## config.mk

```make
export PLATFORM = sky130hd
export DESIGN_NAME = hazard_aer_serializer
export DESIGN_NICKNAME = d
export VERILOG_FILES = /design/src/rtl/hazard_aer_serializer.sv
export SDC_FILE = /design/constraint.sdc
export NUM_CORES = 1
export LEC_CHECK = 0
export CAP_MARGIN = 0
export CELL_PAD_IN_SITES_DETAIL_PLACEMENT = 0
export CELL_PAD_IN_SITES_GLOBAL_PLACEMENT = 1
export CORE_MARGIN = 4
export CORE_UTILIZATION = 41
export DETAILED_ROUTE_END_ITERATION = 7
export PLACE_DENSITY_LB_ADDON = 0.1
export SYNTH_ARGS = -nofsm -noshare
export SYNTH_HDL_FRONTEND = slang
export SYNTH_SLANG_ARGS = --single-unit
```

## constraint.sdc

```tcl
create_clock -name clk -period 3.8 [get_ports clk]
set_input_delay 0.76 -clock clk [delete_from_list [all_inputs] [get_ports clk]]
set_output_delay 0.76 -clock clk [all_outputs]
set_load 0.05 [all_outputs]
```

## src/rtl/hazard_aer_serializer.sv

```systemverilog
// hazard_aer_serializer
//
// Purpose:
//   Takes one 32-cell hazard occupancy frame over a valid/ready handshake.
//   It then replays that frame to the SNN core as address-event (AER)
//   spikes for NUM_STEPS timesteps. One event goes out per cycle, in
//   ascending cell order, and the consumer can apply backpressure.
//   Each step ends with a single STEP_END cycle. The final STEP_END of
//   a frame also raises frame_done.
//
// Optional feature:
//   `define CHANGE_ONLY_EN enables change-only mode. The block keeps the
//   previous frame and emits only cells whose occupancy changed. ev_pol
//   then marks onset (1) or offset (0). Without the macro, every occupied
//   cell is emitted with polarity 1.
//
// Ports:
//   clk        in   rising-edge clock
//   rst_n      in   synchronous active-low reset; all outputs forced low
//   in_valid   in   frame offered
//   in_ready   out  idle and able to accept a frame
//   vec1       in   occupancy of cells 0-15 (bit n = cell n)
//   vec2       in   occupancy of cells 16-31 (bit n = cell n+16)
//   ev_valid   out  event present
//   ev_ready   in   consumer accepts the event
//   ev_addr    out  cell number (row*8+col)
//   ev_pol     out  event polarity, 1 = onset
//   ev_step    out  current timestep index
//   ev_last    out  last event of the current step
//   step_done  out  one-cycle pulse at the end of each step
//   frame_done out  one-cycle pulse on the final step_done of a frame
module hazard_aer_serializer #(
    parameter int NUM_STEPS = 4
) (
    input  logic        clk,
    input  logic        rst_n,
    input  logic        in_valid,
    output logic        in_ready,
    input  logic [15:0] vec1,
    input  logic [15:0] vec2,
    output logic        ev_valid,
    input  logic        ev_ready,
    output logic [4:0]  ev_addr,
    output logic        ev_pol,
    output logic [7:0]  ev_step,
    output logic        ev_last,
    output logic        step_done,
    output logic        frame_done
);

    localparam logic [1:0] S_IDLE     = 2'd0;
    localparam logic [1:0] S_EMIT     = 2'd1;
    localparam logic [1:0] S_STEP_END = 2'd2;

    localparam logic [7:0] LAST_STEP = 8'(NUM_STEPS - 1);

    logic [1:0]  r_state;
    logic [31:0] r_frame;
    logic [31:0] r_pending;
    logic [7:0]  r_step;

    logic [31:0] w_frame_in;
    logic [31:0] w_mask_new;
    logic [31:0] w_mask_stored;
    logic [4:0]  w_low_idx;
    logic [31:0] w_pending_rest;
    logic        w_one_left;

    assign w_frame_in = {vec2, vec1};

`ifdef CHANGE_ONLY_EN
    // The delta is computed once at acceptance and replayed unchanged
    // for every step. It is kept in r_mask because r_prev moves to the
    // new frame on the same edge.
    logic [31:0] r_prev;
    logic [31:0] r_mask;

    assign w_mask_new    = w_frame_in ^ r_prev;
    assign w_mask_stored = r_mask;
`else
    assign w_mask_new    = w_frame_in;
    assign w_mask_stored = r_frame;
`endif

    // Lowest set bit of the pending mask. The scan runs downward so the
    // last hit wins, which gives ascending cell order on the output.
    always_comb begin
        w_low_idx = 5'd0;
        for (int i = 31; i >= 0; i--) begin
            if (r_pending[i]) begin
                w_low_idx = 5'(i);
            end
        end
    end

    // x & (x-1) clears the lowest set bit. If the result is zero, the
    // event now on the bus is the last one of this step.
    assign w_pending_rest = r_pending & (r_pending - 32'd1);
    assign w_one_left     = (w_pending_rest == 32'd0);

    // Every output is gated by rst_n so the block looks fully quiet while
    // reset is held, even though the reset itself only acts at an edge.
    always_comb begin
        in_ready   = rst_n && (r_state == S_IDLE);
        ev_valid   = rst_n && (r_state == S_EMIT);
        step_done  = rst_n && (r_state == S_STEP_END);
        frame_done = step_done && (r_step == LAST_STEP);
        ev_step    = rst_n ? r_step : 8'd0;
        ev_addr    = ev_valid ? w_low_idx : 5'd0;
        ev_last    = ev_valid && w_one_left;
`ifdef CHANGE_ONLY_EN
        ev_pol     = ev_valid && r_frame[w_low_idx];
`else
        ev_pol     = ev_valid;
`endif
    end

    // Main sequencer.
    // In IDLE it captures a frame. In EMIT it drains the pending mask one
    // event per accepted handshake. STEP_END always lasts exactly one
    // cycle and either reloads the mask for the next step or returns to
    // IDLE. r_frame is written only at capture.
    always_ff @(posedge clk) begin
        if (!rst_n) begin
            r_state   <= S_IDLE;
            r_frame   <= 32'd0;
            r_pending <= 32'd0;
            r_step    <= 8'd0;
`ifdef CHANGE_ONLY_EN
            r_prev    <= 32'd0;
            r_mask    <= 32'd0;
`endif
        end else begin
            case (r_state)
                S_IDLE: begin
                    if (in_valid) begin
                        r_frame   <= w_frame_in;
                        r_pending <= w_mask_new;
                        r_step    <= 8'd0;
`ifdef CHANGE_ONLY_EN
                        r_prev    <= w_frame_in;
                        r_mask    <= w_mask_new;
`endif
                        r_state   <= (w_mask_new != 32'd0) ? S_EMIT : S_STEP_END;
                    end
                end
                S_EMIT: begin
                    if (ev_ready) begin
                        r_pending <= w_pending_rest;
                        if (w_one_left) begin
                            r_state <= S_STEP_END;
                        end
                    end
                end
                S_STEP_END: begin
                    if (r_step == LAST_STEP) begin
                        r_step  <= 8'd0;
                        r_state <= S_IDLE;
                    end else begin
                        r_step    <= r_step + 8'd1;
                        r_pending <= w_mask_stored;
                        r_state   <= (w_mask_stored != 32'd0) ? S_EMIT : S_STEP_END;
                    end
                end
                default: begin
                    r_state <= S_IDLE;
                end
            endcase
        end
    end

endmodule

```

==> metrics <==
Startpoint Class register; cells on worst reg2reg path 9; Switching Fraction ~46%; most frequent cells in the layout nand2_1, dfxtp_1, nor2_1; setup tns final 0 ns; TritonCTS Sinks 74; share of layout cells above drive strength 1 11.4%; CP peak stage delay between 0.4 and 0.5 ns; share of power burned in combinational logic between 50% and 60%; CP max-delay cell or4_4; peak fanout along the critical path 4; largest area contributor in the netlist dfxtp_1; Die Span Y 114 microns; Hold Crit Class register to register; Final Max Slew Viols 0; Reg power frac between 20% and 30%; Die X between 100 and 150 microns; Post-synth EDFFs 0; syn nets 670; RR Startpoint r_pending[4]$_SDFFE_PN0P_; CTS H-tree lvls 3; hold path depth 2; static leakage 0.00199 uW; initial antenna violation count 0; CP startpoint r_pending[4]$_SDFFE_PN0P_; Post-Syn Area 0.00465 sq mm; vias 4747; endpoint type of the worst setup path output pin; Top delay family on crit path simple AND/OR/NAND/NOR gates; fill count between 1000 and 1500; WL per Instance roughly 18 microns; Cell Int Power 2680 uW; Clk pin slew, worst setup/hold paths 0.06 ns; crit path DAT 2.99 ns; CTS root buffer clkbuf_16; hold buffers post-CTS 0; largest net degree at the start of global routing between 50 and 60; final setup fails 0; layout net count 704; post-route core utilization 52.2%; Max Cap Viol 0; Synth async-reset ratio 0%; fin crit period ~3.7 ns; diode count 0; syn avg cell area approximately 7.4 sq um; worst hold start r_frame[15]$_SDFFE_PN0P_; pwr dens 873 mW/mm^2; top post-synthesis cells by area dfxtp_1, nand2_1, a21boi_0, a21oi_1, nor2b_1; die area 0.0131 sq mm; Psw around 2300 uW; reg2reg end r_state[0]$_SDFFE_PN0P_; yosys warns 0; top-area cell type share of the netlist area 31.9%; vias in the first global route 4503; post-synthesis register bit count 74; Max clock buf depth 2; first-pass GRT wire length between 20 and 25 mm; Final Hold Fails 0; Clk Latency, worst-skew pair 0.35 ns; post-synthesis to final-layout area growth 23.5%; CTS tree yes; clk_skew 0.00562 ns; GRT Util Overall between 20 and 25%; Cell Chain, Critical Path nor4_4 -> nand3_2 -> or3_4 -> maj3_2 -> or4_4 -> nor4_4 -> and3_4 -> buf_12; # rows 38; routability cong. 0.877; Main synth FF type dfxtp_1; Antenna Nets Post-Route 0; Worst Path Required 3.04 ns; Final Cycle Share between 90% and 100%; critical path class register to output pin; drc violations 0; dpl cells between 700 and 800; Slew HR roughly 36%; Num CTS Buffers 9; global route overflow 0; TritonRoute pass-1 iters 5; Buffers on Ports 54; most common cell after layout, fill and taps aside nand2_1; final WL 14.5 mm; Starting Density around 42%; DP HPWL 10.4 mm; status completed; hold endpoint r_frame[15]$_SDFFE_PN0P_; sequential fraction of the synthesis area 31.9%; DR vias/cell 5.88; I/O pin cnt 55; Synth cell types 55; Buf+Inv Stages, Crit Path 1; reg-to-reg slack, setup 0.89 ns; Finished Layout Cells between 800 and 900; fmax 267 MHz; Core Box Area ~0.011 sq mm; power share of the clock group 17.4%; most used cell, CP nor4_4; Synth Instances 629; VDD IR max 0.414 mV; Slew @ Worst Pin roughly 0.96 ns; First DRT Iteration DRCs 431
## tightest hold or removal path: stages, from the launching register on
cell and delay, ns:
dfxtp_1 0.32, nand2_1 0.05, a21boi_0 0.06
## cells by family after synthesis
family | count (synthesis) | synth area share, %
AOI/OAI and AO/OA | 192 | 28.2
adders and majority gates | 8 | 2.02
buffers and inverters | 72 | 6.38
DFF | 74 | 31.9
muxes | 2 | 0.431
and+or+nand+nor | 281 | 31.1
## metal layers
metal	wire length (microns)	vias up	global-route usage, %
met5	0	-	0
met4	407	0	9.74
met3	603	25	3.49
met2	6320	115	33.2
met1	7160	2251	33.8
li1	-	2356	-
## Yosys cell counts (5+ instances only)
| cell type | number |
|---|---|
| nand2_1 | 100 |
| dfxtp_1 | 74 |
| nor2_1 | 54 |
| a21oi_1 | 47 |
| clkbuf_1 | 46 |
| nor2b_1 | 37 |
| a21boi_0 | 32 |
| o21ai_0 | 24 |
| nor4_1 | 21 |
| a211oi_1 | 20 |
| a32oi_1 | 15 |
| inv_1 | 15 |
| a311oi_1 | 14 |
| and2_1 | 14 |
| nor3_1 | 13 |
| o211ai_1 | 10 |
| o31ai_1 | 8 |
| buf_2 | 6 |
| nand3_1 | 6 |
| nand4_1 | 6 |
| or4_1 | 6 |
| and3_1 | 5 |
| ha_1 | 5 |
## area by class of cell
| type | count | area [sq um] | area share (%) |
|---|---|---|---|
| Timing Repair Buffer | 80 | 783 | 13.7 |
| Tap cell | 140 | 175 | 3.05 |
| Multi-Input combinational cell | 483 | 2930 | 51.1 |
| Sequential cell | 74 | 1490 | 26.0 |
| Clock buffer | 14 | 264 | 4.60 |
| Clock inverter | 2 | 35.0 | 0.611 |
| Inverter | 15 | 56.3 | 0.981 |
## worst max-delay path by stage
stage,end,depth (start not counted),slack (ns)
detailed placement,ev_last,8,0.22
global route,ev_last,8,-0.05
floorplan,ev_last,8,0.45
finish,ev_last,8,0.05
global placement,ev_last,8,0.32
CTS,ev_last,8,0.0008
## repair_timing
action / in CTS / in global routing
endpoints found under the setup margin: 1 / 1
pin swaps: 3 / 8
gates resized for setup: 5 / 14
setup buffers: 3 / 6
## per-stage QoR
stage	cell area, sq um	hold slack [ns]	total power, uW	worst slack, ns
2_1_floorplan	4650	0.449	3150	0.446
3_3_place_gp	5310	0.469	3870	0.324
3_5_place_dp	5310	0.480	3870	0.224
4_1_cts	5650	0.488	4830	0.000818
5_1_grt	5740	0.511	5430	-0.0465
6_report	5740	0.487	5010	0.0534
## power groups by stage
stage | logic, uW | clock network [uW] | registers, uW
6_report | 2770 | 873 | 1370
5_1_grt | 3090 | 931 | 1410
4_1_cts | 2590 | 891 | 1350
3_5_place_dp | 2510 | 0 | 1360
3_3_place_gp | 2530 | 0 | 1340
2_1_floorplan | 2010 | 0 | 1140
## registers in the layout (all words and copies together), names as in the netlist
| register | count |
|---|---|
| r_pending | 32 |
| r_frame | 32 |
| r_state | 2 |
| r_step | 8 |
(Power assumes the default switching activity.)
==> variant, RTL diff (same flow settings) <==
Build with the macro `CHANGE_ONLY_EN` defined.
--- a/src/rtl/hazard_aer_serializer.sv
+++ b/src/rtl/hazard_aer_serializer.sv
@@ -29,6 +29,8 @@
 //   ev_last    out  last event of the current step
 //   step_done  out  one-cycle pulse at the end of each step
 //   frame_done out  one-cycle pulse on the final step_done of a frame
+`define CHANGE_ONLY_EN
+
 module hazard_aer_serializer #(
     parameter int NUM_STEPS = 4
 ) (
Behaviour: no difference found for any inputs over 4 cycles, from zero or initial values and one cycle with rst_n low; that may be too few to reach the edited logic, so the function may still have changed.
==> variant against the unedited design <==
- the flow now finishes with violations (setup timing)
- power grew 62%
- first-iteration DRC count rose by 45%
- routed wire length rose by 57%
- design area is 41% higher
- sequential cell count is 32 higher
- setup slack worse by 0.079 ns
- synthesized area up 39%
- via count increased by 39%
- largest power group unchanged
==> variant: results (changes against the unedited design) <==
.. list-table::
   :header-rows: 1

   * - Metric
     - Value
   * - Registers with the most flip-flops
     - r_mask: 32 flops, r_pending: 32 flops, r_prev: 32 flops
   * - Final setup TNS
     - -0.02620 ns (-0.02620 ns)
   * - Maximum number of pins on one net before global-route repair
     - 69 (+21%)
   * - Violations in the final reports
     - setup timing
   * - Ranking of synthesized cells by area
     - sky130_fd_sc_hd__dfxtp_1 33%, sky130_fd_sc_hd__nor2_1 6.7%, sky130_fd_sc_hd__nand2_1 6.1%
   * - Sequential fraction of the synthesis area
     - 32.93% (+1.0 points)
   * - Post-Syn Nets
     - 889 (+33%)
   * - Setup violators final
     - 2 (+2)
   * - Worst Max-Slew Pin Slew
     - 1.173 ns (+0.2170 ns)
   * - Leading cell types by count after synthesis
     - 115 x sky130_fd_sc_hd__nor2_1, 106 x sky130_fd_sc_hd__dfxtp_1, 105 x sky130_fd_sc_hd__nand2_1, 54 x sky130_fd_sc_hd__a21oi_1, 48 x sky130_fd_sc_hd__clkbuf_1
   * - WL per Instance
     - 20.00 µm (+12%)
   * - Net count of the finished layout
     - 959 (+36%)
   * - Count of placed standard cells including taps
     - 1,099 (+40%)
   * - Total wirelength of the detailed-routed design
     - 22.68 mm (+57%)
   * - Worst slack, placed
     - 0.06921 ns (-0.1543 ns)
   * - Data arrival time of the critical path
     - 3.07 ns (+0.08 ns)
   * - Sw Pwr
     - 3.981 mW (+71%)
   * - Layout filler cell count
     - 1,493 (+38%)
   * - Clock slew at the register clock pins of the worst setup and hold paths
     - 0.08 ns (+0.02 ns)
   * - Detailed placer's ending HPWL
     - 16.68 mm (+60%)
   * - DRT iter0 DRCs
     - 625 (+45%)
   * - Wire length of the first global-routing pass
     - 35.17 mm (+47%)
   * - Area of the die
     - 17,790 µm² (+36%)
   * - Worst-case vdd ir drop
     - 0.4513 mV (+9.0%)
   * - Delay of the slowest critical-path stage
     - 0.56 ns (+0.13 ns)
   * - All-Layer GR Usage
     - 25.06% (+2.1 points)
   * - Vias in the first global route
     - 6,221 (+38%)
   * - Lkg Pwr
     - 3.037 nW (+53%)
   * - Minimum setup slack in the final design
     - -0.02515 ns (-0.07853 ns)
   * - Number of different library cells in the post-synthesis netlist
     - 74 (+35%)
   * - Gate Count Post-Synth
     - 848 (+35%)
   * - Share of post-route cells with drive strength above 1
     - 17.77% (+6.4 points)
   * - Status
     - complete, but fails checks
==> variant: changes by cell type after synthesis, sizes merged, moves of 10 or more <==
cell,unedited run,this run
a311oi,14,3
nor2,54,115
a32oi,15,2
o21ai,25,43
dfxtp,74,106
o211a,1,11
a211oi,20,38
a32o,1,11
nor2b,37,13
xnor2,0,30
==> variant: per-layer routing <==
layer,part of all wire [%],vias up,global-route usage (%)
met5,0,-,0
met4,1.9,0,7.371
met3,7.4,31,5.098
met2,44,231,38.04
met1,46,3167,35.90
li1,-,3193,-
==> variant: layout make-up <==
cell class / count / area (µm²) / area share, %
tap: 211 / 264.0 / 3.266
inverter: 16 / 60.06 / 0.7429
sequential: 106 / 2137 / 26.44
timing repair buffer: 127 / 1187 / 14.69
clock inverter: 7 / 61.31 / 0.7584
clock buffer: 9 / 225.2 / 2.786
multi-input combinational: 658 / 4149 / 51.32
==> variant: critical path: cells and delay by family, from the launching register on <==
| family | cells | cell delay, ns |
|---|---|---|
| flops | 1 | 0.36 |
| compound gates | 2 | 0.39 |
| simple gates | 5 | 1.78 |
| buf+inv | 1 | 0.18 |
==> variant: worst paths after layout <==
kind / startpoint / end / slack (ns) / depth (start not counted)
setup / recovery: r_pending[9] / ev_last / -0.03 / 8
hold / removal: r_prev[30] / r_prev[30] / 0.50 / 2
setup reg to reg: r_pending[16] / r_state[1] / 0.82 / 10
hold reg to reg: r_prev[30] / r_prev[30] / 0.50 / 2
==> variant: logic make-up after synthesis <==
kind of cell | share of synthesized area, %
compound gates | 27.32
simple gates | 27.08
buf+inv | 5.940
mux | 0.9319
xor+xnor | 4.349
fa+ha+maj | 1.456
flops | 32.93
==> variant: per-stage QoR <==
stage,instance area (µm²),util (%)
after floorplan,6465,-
after global placement,7468,48.77
after detailed placement,7468,48.77
after CTS,7988,52.16
after global routing,8084,52.79
final,8084,52.79
==> variant: power by group through the flow <==
stage	Clock, mW	Sequential (mW)	Combinational (mW)
floorplan	0	1.61	3.16
global placement	0	1.72	4.58
detailed placement	0	1.72	4.60
CTS	0.948	1.71	5.17
global route	0.987	1.76	5.88
finish	0.928	1.73	5.44
==> variant: repair_timing <==
item,in CTS,in global routing
gates resized for setup,32,17
gates cloned,1,0
setup buffers,15,3
hold buffers,0,0
pin swaps,16,9
setup endpoints to repair,2,2
